## src/rtl/jr_target_resolver.sv

```systemverilog
// ID-stage JR/JALR target resolver: forwards rs from MEM/WB, stalls on EX or load producers,
// then issues a one-cycle PC redirect with IF flush. Define JR_ALIGN_CHECK_EN to add addr_exc.
module jr_target_resolver #(
  parameter int MAX_STALL = 8,
  parameter int CNT_W     = 4
) (
  input  logic        clk,
  input  logic        reset,
  input  logic        id_valid,
  input  logic [31:0] id_inst,
  input  logic [31:0] rf_rs_data,
  input  logic        ex_wr_en,
  input  logic [4:0]  ex_wr_reg,
  input  logic        mem_wr_en,
  input  logic        mem_is_load,
  input  logic [4:0]  mem_wr_reg,
  input  logic [31:0] mem_wr_data,
  input  logic        wb_wr_en,
  input  logic [4:0]  wb_wr_reg,
  input  logic [31:0] wb_wr_data,
  output logic        stall_id,
  output logic        pc_redirect,
  output logic        flush_if,
  output logic [31:0] pc_target,
`ifdef JR_ALIGN_CHECK_EN
  output logic        addr_exc,
`endif
  output logic        timeout_err
);

  typedef enum logic [1:0] {S_IDLE, S_WAIT, S_REDIR} state_t;

  localparam logic [CNT_W-1:0] CNT_MAX   = '1;
  localparam logic [CNT_W-1:0] STALL_LIM = CNT_W'(MAX_STALL);

  state_t           state, state_nxt;
  logic [CNT_W-1:0] cnt, cnt_nxt;
  logic [4:0]       rs;
  logic             is_jr, rs_nz, hazard, resolve, stall_raw;
  logic [31:0]      operand;
  logic             unused_inst;

  assign rs          = id_inst[25:21];
  assign rs_nz       = (rs != 5'd0);
  assign is_jr       = id_valid & (id_inst[31:26] == 6'd0) & (id_inst[5:1] == 5'b00100);
  assign unused_inst = ^id_inst[20:6];

  // r0 never hazards and never forwards: it reads as zero regardless of pipeline writes
  assign hazard = rs_nz & ((ex_wr_en & (ex_wr_reg == rs)) |
                           (mem_wr_en & mem_is_load & (mem_wr_reg == rs)));

  always_comb begin
    operand = rf_rs_data;
    if (!rs_nz)                              operand = 32'h0;
    else if (mem_wr_en && mem_wr_reg == rs)  operand = mem_wr_data;
    else if (wb_wr_en && wb_wr_reg == rs)    operand = wb_wr_data;
  end

`ifdef JR_ALIGN_CHECK_EN
  logic mis_q;
`endif

  always_comb begin
    state_nxt   = state;
    cnt_nxt     = cnt;
    resolve     = 1'b0;
    stall_raw   = 1'b0;
    pc_redirect = 1'b0;
    flush_if    = 1'b0;
`ifdef JR_ALIGN_CHECK_EN
    addr_exc    = 1'b0;
`endif
    case (state)
      S_IDLE: begin
        if (is_jr) begin
          if (hazard) begin
            stall_raw = 1'b1;
            cnt_nxt   = CNT_W'(1);
            state_nxt = S_WAIT;
          end else begin
            resolve   = 1'b1;
            state_nxt = S_REDIR;
          end
        end
      end
      S_WAIT: begin
        // the jump is held in ID by our own stall, so the slot is re-evaluated each cycle
        if (hazard) begin
          stall_raw = 1'b1;
          cnt_nxt   = (cnt == CNT_MAX) ? cnt : cnt + CNT_W'(1);
        end else begin
          resolve   = 1'b1;
          cnt_nxt   = '0;
          state_nxt = S_REDIR;
        end
      end
      S_REDIR: begin
        flush_if  = 1'b1;
`ifdef JR_ALIGN_CHECK_EN
        pc_redirect = ~mis_q;
        addr_exc    = mis_q;
`else
        pc_redirect = 1'b1;
`endif
        state_nxt = S_IDLE;
      end
      default: state_nxt = S_IDLE;
    endcase
  end

  assign stall_id = stall_raw & reset;

  always_ff @(posedge clk) begin
    if (!reset) begin
      state       <= S_IDLE;
      cnt         <= '0;
      pc_target   <= 32'h0;
      timeout_err <= 1'b0;
`ifdef JR_ALIGN_CHECK_EN
      mis_q       <= 1'b0;
`endif
    end else begin
      state <= state_nxt;
      cnt   <= cnt_nxt;
      if (resolve) begin
        pc_target <= operand;
`ifdef JR_ALIGN_CHECK_EN
        mis_q     <= |operand[1:0];
`endif
      end
      if (stall_raw && cnt_nxt >= STALL_LIM) timeout_err <= 1'b1;
    end
  end

endmodule

```

## config.mk

```make
export PLATFORM = sky130hd
export DESIGN_NAME = jr_target_resolver
export DESIGN_NICKNAME = d
export VERILOG_FILES = /design/src/rtl/jr_target_resolver.sv
export SDC_FILE = /design/constraint.sdc
export NUM_CORES = 1
export LEC_CHECK = 0
export ABC_AREA = 1
export BUFFER_PORTS_ARGS = -buffer_cell sky130_fd_sc_hd__buf_2
export CAP_MARGIN = 20
export CORE_ASPECT_RATIO = 2
export CORE_MARGIN = 1.5
export CORE_UTILIZATION = 48
export CTS_CLUSTER_SIZE = 25
export DETAILED_ROUTE_END_ITERATION = 6
export PLACE_DENSITY = 0.9
export SYNTH_ARGS = -nofsm -noshare
export SYNTH_HDL_FRONTEND = slang
export SYNTH_SLANG_ARGS = --single-unit
```

## constraint.sdc

```tcl
create_clock -name clk -period 1.9 [get_ports clk]
set_input_delay 0.19 -clock clk [delete_from_list [all_inputs] [get_ports clk]]
set_output_delay 0.19 -clock clk [all_outputs]
set_load 0.02 [all_outputs]
```

==> summary.txt, run 1 <==
Final worst-path cycle share: 0.933
Synth cell types: 29
Largest net degree at the start of global routing: 34
GPL Wtd Cong: 0.905
CP required: 1.71 ns
Critical Path End Type: output port
Critical path arrival: 1.58 ns
GR Overflow Total: 0
Kind of critical path: reg -> out
Max Cap Violations: 0
Drt wl/cell: 12.4 um
Final Setup Violations: 0
Post-synthesis area per instance: 5.87 sq um
Io pins: 186
Peak supply drop: 0.000398 V
Tmin final: 1.77 ns
Met2 Use GR: 0.497
Seq pwr share: 0.395
Post-CTS Setup Bufs: 0
Vias in the first global route: 3879
Cells after Synth: 534
Leak pwr: 2.39 nW
Sequential element share of the synthesized area: 0.249
Root Buffer: clkbuf_16
Clock power share: 0.398
TritonCTS clock tree: built
Clk_skew: 0.00503 ns
Initial DRC Count: 196
Post-route ant nets: 0
Final WL: 9670 um
Vias: 3987
Routed vias/inst: 5.10
CP startpoint: state[0]
Actual slew at the worst max-slew pin: 0.379 ns
Final nets: 846
Fmax: 564 MHz
Die Ht: 117 um
Die Area: 7060 sq um
Total CTS buffers: 5
# rows: 41
All-layer global routing usage: 0.282
First-pass DRT Iterations: 5
DR DRC count: 0
Clk slew on worst S/H paths: 0.06 ns
Hold Vio Cnt, Final: 0
Syn Std Cell Area: 3140 sq um
Status: finished, final reports clean
Grt peak-use layer: met2
Cell-internal power: 0.00149 W
Post-place setup slack: 0.153 ns
GRT met3 Usage: 0.0496
Worst R2R Start: state[0]
CP max FO: 6
Startpoint types: flop
Setup ws final: 0.128 ns
Switching Share: 0.280
Ordered list of cells on the worst path: inv_1, nand2_1, nand2_2, nor3_1, buf_2
PostCTS Resize Cnt: 0
First-pass GRT wire length: 15900 um
Syn_nets: 685
Cell area power density: 496 nW/um^2
RSZ-0062 raised after global routing: false
Met1 Use GR: 0.282
Die W: 60.2 um
Post-synthesis register bit count: 39
Slew HR: 0.747
# diodes: 0
Max stage delay on crit path: 0.43 ns
Sw Pwr: 0.000580 W
Port Buffer Count: 169
# fillers: 597
Initial antenna violation count: 0
Initial core utilization: 0.497
Final HPWL DP: 7630 um
Clock tree buffer depth: 2
Layout cell share with drive strength beyond 1: 0.338
CORE AREA: 6310 sq um
Hold_sp: reset
Worst-Skew Late Latency: 0.28 ns
Gate power share: 0.207
Hold Crit Class: in -> reg
Final Slew Violations: 0
H-Tree Depth: 2
Final TNS setup: 0 ns
Cts hold-fix bufs: 0
Area growth from synthesis to layout: 32.9%
Num Clock Sinks: 39
Critical-path top delay cell: dfxtp_1
Yosys warning count: 0
==> cell families (layout without fill, tap and decap cells) <==
family / after synthesis / after routing / synth area share
simple gates: 319 / 319 / 0.458
buf+inv: 126 / 288 / 0.174
compound gates: 43 / 43 / 0.0985
flops: 39 / 39 / 0.249
xor+xnor: 6 / 6 / 0.0168
fa+ha+maj: 1 / 1 / 0.00399
==> metrics by stage <==
stage | hold WS, ns | power, W | instance area [sq um] | cells | util
floorplan | 0.288 | 0.00106 | 3140 | 534 | -
global placement | 0.429 | 0.00125 | 4030 | 774 | 0.638
detailed placement | 0.432 | 0.00126 | 4030 | 774 | 0.638
CTS | 0.145 | 0.00207 | 4170 | 782 | 0.661
global route | 0.156 | 0.00216 | 4170 | 782 | 0.661
finish | 0.148 | 0.00207 | 4170 | 782 | 0.661
==> cell usage after synthesis <==
master | number | area (sq um)
nand3b_1 | 1 | 7.51
buf_4 | 4 | 30.0
a21oi_2 | 25 | 219
nor2_2 | 2 | 12.5
nor2b_1 | 1 | 6.26
inv_1 | 91 | 342
inv_2 | 7 | 26.3
nand3_4 | 1 | 17.5
dfxtp_1 | 39 | 781
nor2_1 | 22 | 82.6
nand3_1 | 40 | 200
ha_1 | 1 | 12.5
nor3_4 | 1 | 16.3
o21ai_0 | 4 | 20.0
xnor2_1 | 1 | 8.76
nand3_2 | 3 | 30.0
nand2_1 | 199 | 747
a21oi_1 | 12 | 60.1
xor2_1 | 5 | 43.8
nand2_4 | 1 | 11.3
nand4_1 | 37 | 231
nor3_2 | 2 | 20.0
o21ai_1 | 2 | 10.0
buf_2 | 9 | 45.0
nand2_2 | 2 | 12.5
clkbuf_1 | 9 | 33.8
nand4_2 | 1 | 12.5
buf_6 | 6 | 67.6
nor3_1 | 6 | 30.0
==> sequential cells by signal (all words and copies together), names as in the netlist, named ones only <==
name         count
pc_target       32
timeout_err      1
state            2
cnt              1
==> layer usage <==
| metal | wire length [um] | up-vias |
|---|---|---|
| li1 | - | 1978 |
| met4 | 468 | 0 |
| met5 | 0 | - |
| met2 | 5240 | 191 |
| met3 | 614 | 41 |
| met1 | 3350 | 1777 |
==> power groups by stage <==
stage                     clock [W]  sequential [W]  combinational, W
after floorplan                   0        0.000836          0.000220
after global placement            0        0.000836          0.000411
after detailed placement          0        0.000836          0.000424
after CTS                  0.000827        0.000818          0.000426
after global routing       0.000865        0.000817          0.000480
final                      0.000822        0.000818          0.000428
==> final cells by class <==
cell class	count	area, sq um	area share
timing repair buffer	182	956	0.229
sequential	39	781	0.187
multi-input combinational	369	1810	0.435
clock buffer	6	129	0.0309
clock inverter	2	12.5	0.00300
tap	86	108	0.0258
inverter	98	368	0.0883
==> cells in the final DEF (no fill, tap or decap) <==
cell        instances
a21oi_1            12
a21oi_2            25
buf_12              1
buf_2             169
buf_4              12
clkbuf_1            1
clkbuf_16           5
clkinv_2            1
clkinvlp_4          1
dfxtp_1            39
ha_1                1
inv_1              91
inv_2               7
nand2_1           199
nand2_2             2
nand2_4             1
nand3_1            40
nand3_2             3
nand3_4             1
nand3b_1            1
nand4_1            37
nand4_2             1
nor2_1             21
nor2_2              3
nor2b_1             1
nor3_1              6
nor3_2              2
nor3_4              1
o21ai_0             4
o21ai_1             2
xnor2_1             1
xor2_1              5
==> final timing paths <==
path | end | slack [ns] | cells past startpoint
setup / recovery | stall_id | 0.13 | 5
hold / removal | cnt[3] | 0.15 | 3
setup reg to reg | pc_target[26] | 0.32 | 7
hold reg to reg | timeout_err | 0.44 | 2
==> worst max-delay path: cells and delay by family, from the launching register on <==
family / cells / cell delay, ns
DFF: 1 / 0.43
and+or+nand+nor: 3 / 0.56
buffers and inverters: 2 / 0.32
Note: power is estimated with default switching activity, not from simulation.
==> inputs of run 2 (changes only) <==
--- a/config.mk
+++ b/config.mk
@@ -10,10 +10,10 @@
 export CAP_MARGIN = 20
 export CORE_ASPECT_RATIO = 2
 export CORE_MARGIN = 1.5
-export CORE_UTILIZATION = 48
+export CORE_UTILIZATION = 39
 export CTS_CLUSTER_SIZE = 25
 export DETAILED_ROUTE_END_ITERATION = 6
-export PLACE_DENSITY = 0.9
+export PLACE_DENSITY = 0.76
 export SYNTH_ARGS = -nofsm -noshare
 export SYNTH_HDL_FRONTEND = slang
 export SYNTH_SLANG_ARGS = --single-unit
==> run 2 against run 1 <==
Utilization decreased by 13 points; first-iteration DRC count increased by 17%; wire length increased by 0.92%; die area increased by 22%; final cell count increased by 1.3%; global-route usage decreased by 5.3 points; combinational power decreased by 2%; via count decreased by 2.9%; critical path type unchanged.
==> summary.txt, run 2 (synthesis gave the netlist of run 1 again) <==
Status: finished, final reports clean
Vias in the first global route: 3607 (-7.0%)
Die Area: 8620 sq um (+22%)
Routed vias/inst: 4.89 (-4.1%)
Final WL: 9760 um (+0.92%)
Worst-Skew Late Latency: 0.28 ns (about the same)
Switching Share: 0.270 (-0.0102)
Sw Pwr: 0.000549 W (-5.3%)
Seq pwr share: 0.403 (+0.008)
GR Overflow Total: 0 (unchanged)
Final Slew Violations: 0 (unchanged)
Clock power share: 0.392 (-0.006)
Clk slew on worst S/H paths: 0.06 ns (about the same)
Post-place setup slack: 0.152 ns (-0.000989 ns)
Area growth from synthesis to layout: 33.4%
Fmax: 597 MHz (+5.7%)
Critical path arrival: 1.49 ns (-0.09 ns)
Ordered list of cells on the worst path: inv_1, nand2_1, nand2_2, nor3_2, buf_2
Final Setup Violations: 0 (unchanged)
Initial DRC Count: 230 (+17%)
Most common cell after layout, fill and taps aside: nand2_1
Die Ht: 130 um (+11%)
DR DRC count: 0 (unchanged)
Max stage delay on crit path: 0.42 ns (about the same)
Initial core utilization: 0.398 (-0.0993)
Final nets: 844 (-0.24%)
H-Tree Depth: 2 (unchanged)
Root Buffer: clkbuf_16
Io pins: 186 (unchanged)
Drt wl/cell: 12.3 um (-0.35%)
All-layer global routing usage: 0.229 (-0.0528)
Max reg flops: 32 (unchanged)
Vias: 3873 (-2.9%)
GPL Wtd Cong: 0.930 (+2.8%)
Cell area after layout: 4180 sq um (+0.39%)
Most frequent cells in the layout: 199 x nand2_1, 169 x buf_2, 91 x inv_1, 40 x nand3_1, 39 x dfxtp_1
Layout cell share with drive strength beyond 1: 0.336 (-0.00191)
Regs by FF count: pc_target: 32 flops, state: 2 flops
CP required: 1.71 ns (about the same)
Peak supply drop: 0.000307 V (-23%)
Gate power share: 0.206 (about the same)
Hold Crit Class: in -> reg
Clk_skew: 0.00637 ns (+0.00134 ns)
Max Cap Violations: 0 (unchanged)
Hold Vio Cnt, Final: 0 (unchanged)
Final TNS setup: 0 ns (unchanged)
Setup ws final: 0.224 ns (+0.0955 ns)
Cell area power density: 485 nW/um^2 (-2.2%)
Final HPWL DP: 7640 um (about the same)
WHS: 0.161 ns (+0.0124 ns)
Total CTS buffers: 5 (unchanged)
Clock tree buffer depth: 2 (unchanged)
CORE AREA: 7890 sq um (+25%)
CP max FO: 6 (unchanged)
First-pass GRT wire length: 15700 um (-0.91%)
Final Power: 0.00203 W (-1.8%)
Actual slew at the worst max-slew pin: 0.390 ns (+0.0112 ns)
Final worst-path cycle share: 0.882 (-0.0503)
Kind of critical path: reg -> out
Worst path top cell family by delay: simple AND/OR/NAND/NOR gates
Biggest register: pc_target
Startpoint types: flop
Post-Place Cell Area: 4040 sq um (+0.25%)
Num Clock Sinks: 39 (unchanged)
Cell-internal power: 0.00148 W (-0.38%)
Port Buffer Count: 169 (unchanged)
Initial antenna violation count: 1 (+1)
Critical Path End Type: output port
RSZ-0062 raised after global routing: false
Die W: 66.4 um (+10%)
Post-route ant nets: 0 (unchanged)
First-pass DRT Iterations: 4 (-1)
Tmin final: 1.68 ns (-0.0955 ns)
TritonCTS clock tree: built
Largest net degree at the start of global routing: 34 (unchanged)
Critical-path top delay cell: dfxtp_1
Buf/Inv on CP: 2 (unchanged)
Slew HR: 0.740 (-0.00746)
# rows: 46 (+12%)
Leak pwr: 2.39 nW (about the same)
## run 2: changes by cell type in the layout (fill, tap and decap cells not counted)
cell	delta
buf_4	-3
nor3_2	+1
diode_2	+2
buf_12	+1
clkinvlp_4	-1
nor3_1	-1
clkbuf_1	+1
## run 2: final timing paths
path               startpoint            to  slack (ns)  depth (start not counted)
setup / recovery     state[0]      stall_id        0.22                          5
setup reg to reg     state[0]  pc_target[9]        0.39                          7
hold reg to reg   timeout_err   timeout_err        0.43                          2
hold / removal          reset        cnt[3]        0.16                          3
## run 2: metal layers
metal / wire length, um / global-route usage
met1: 3500 / 0.244
met2: 5310 / 0.421
met4: 464 / 0.127
met5: 0 / 0
met3: 484 / 0.0267
## run 2: repair_timing
item	in CTS	in global routing
buffers inserted	0	0
resized for setup	0	1
endpoints found under the setup margin	0	1
hold buffers	0	0
## run 2: power by group through the flow
stage                     Combinational [W]  Clock, W  Sequential (W)
after CTS                          0.000417  0.000814        0.000818
after global placement             0.000409         0        0.000836
after floorplan                    0.000220         0        0.000836
final                              0.000418  0.000795        0.000818
after detailed placement           0.000416         0        0.000836
after global routing               0.000474  0.000842        0.000818
## run 2: area by class of cell
type	instances	area, sq um
Sequential cell	39	781
Inverter	98	368
Clock buffer	7	133
Timing Repair Buffer	180	953
Multi-Input combinational cell	369	1820
Clock inverter	1	5.00
Fill cell	816	3700
Antenna cell	2	5.00
Tap cell	96	120
## run 2: worst reg2reg max path: stages (launching register included)
cell	delay, ns
dfxtp_1	0.42
inv_1	0.08
nand2_1	0.15
nand2_2	0.12
nor3_4	0.26
buf_4	0.21
nand2_1	0.08
a21oi_2	0.13
## run 2: through the flow
stage          std cells  utilization
6_report             792        0.531
5_1_grt              791        0.530
4_1_cts              790        0.529
3_5_place_dp         782        0.512
3_3_place_gp         782        0.512
2_1_floorplan        534            -
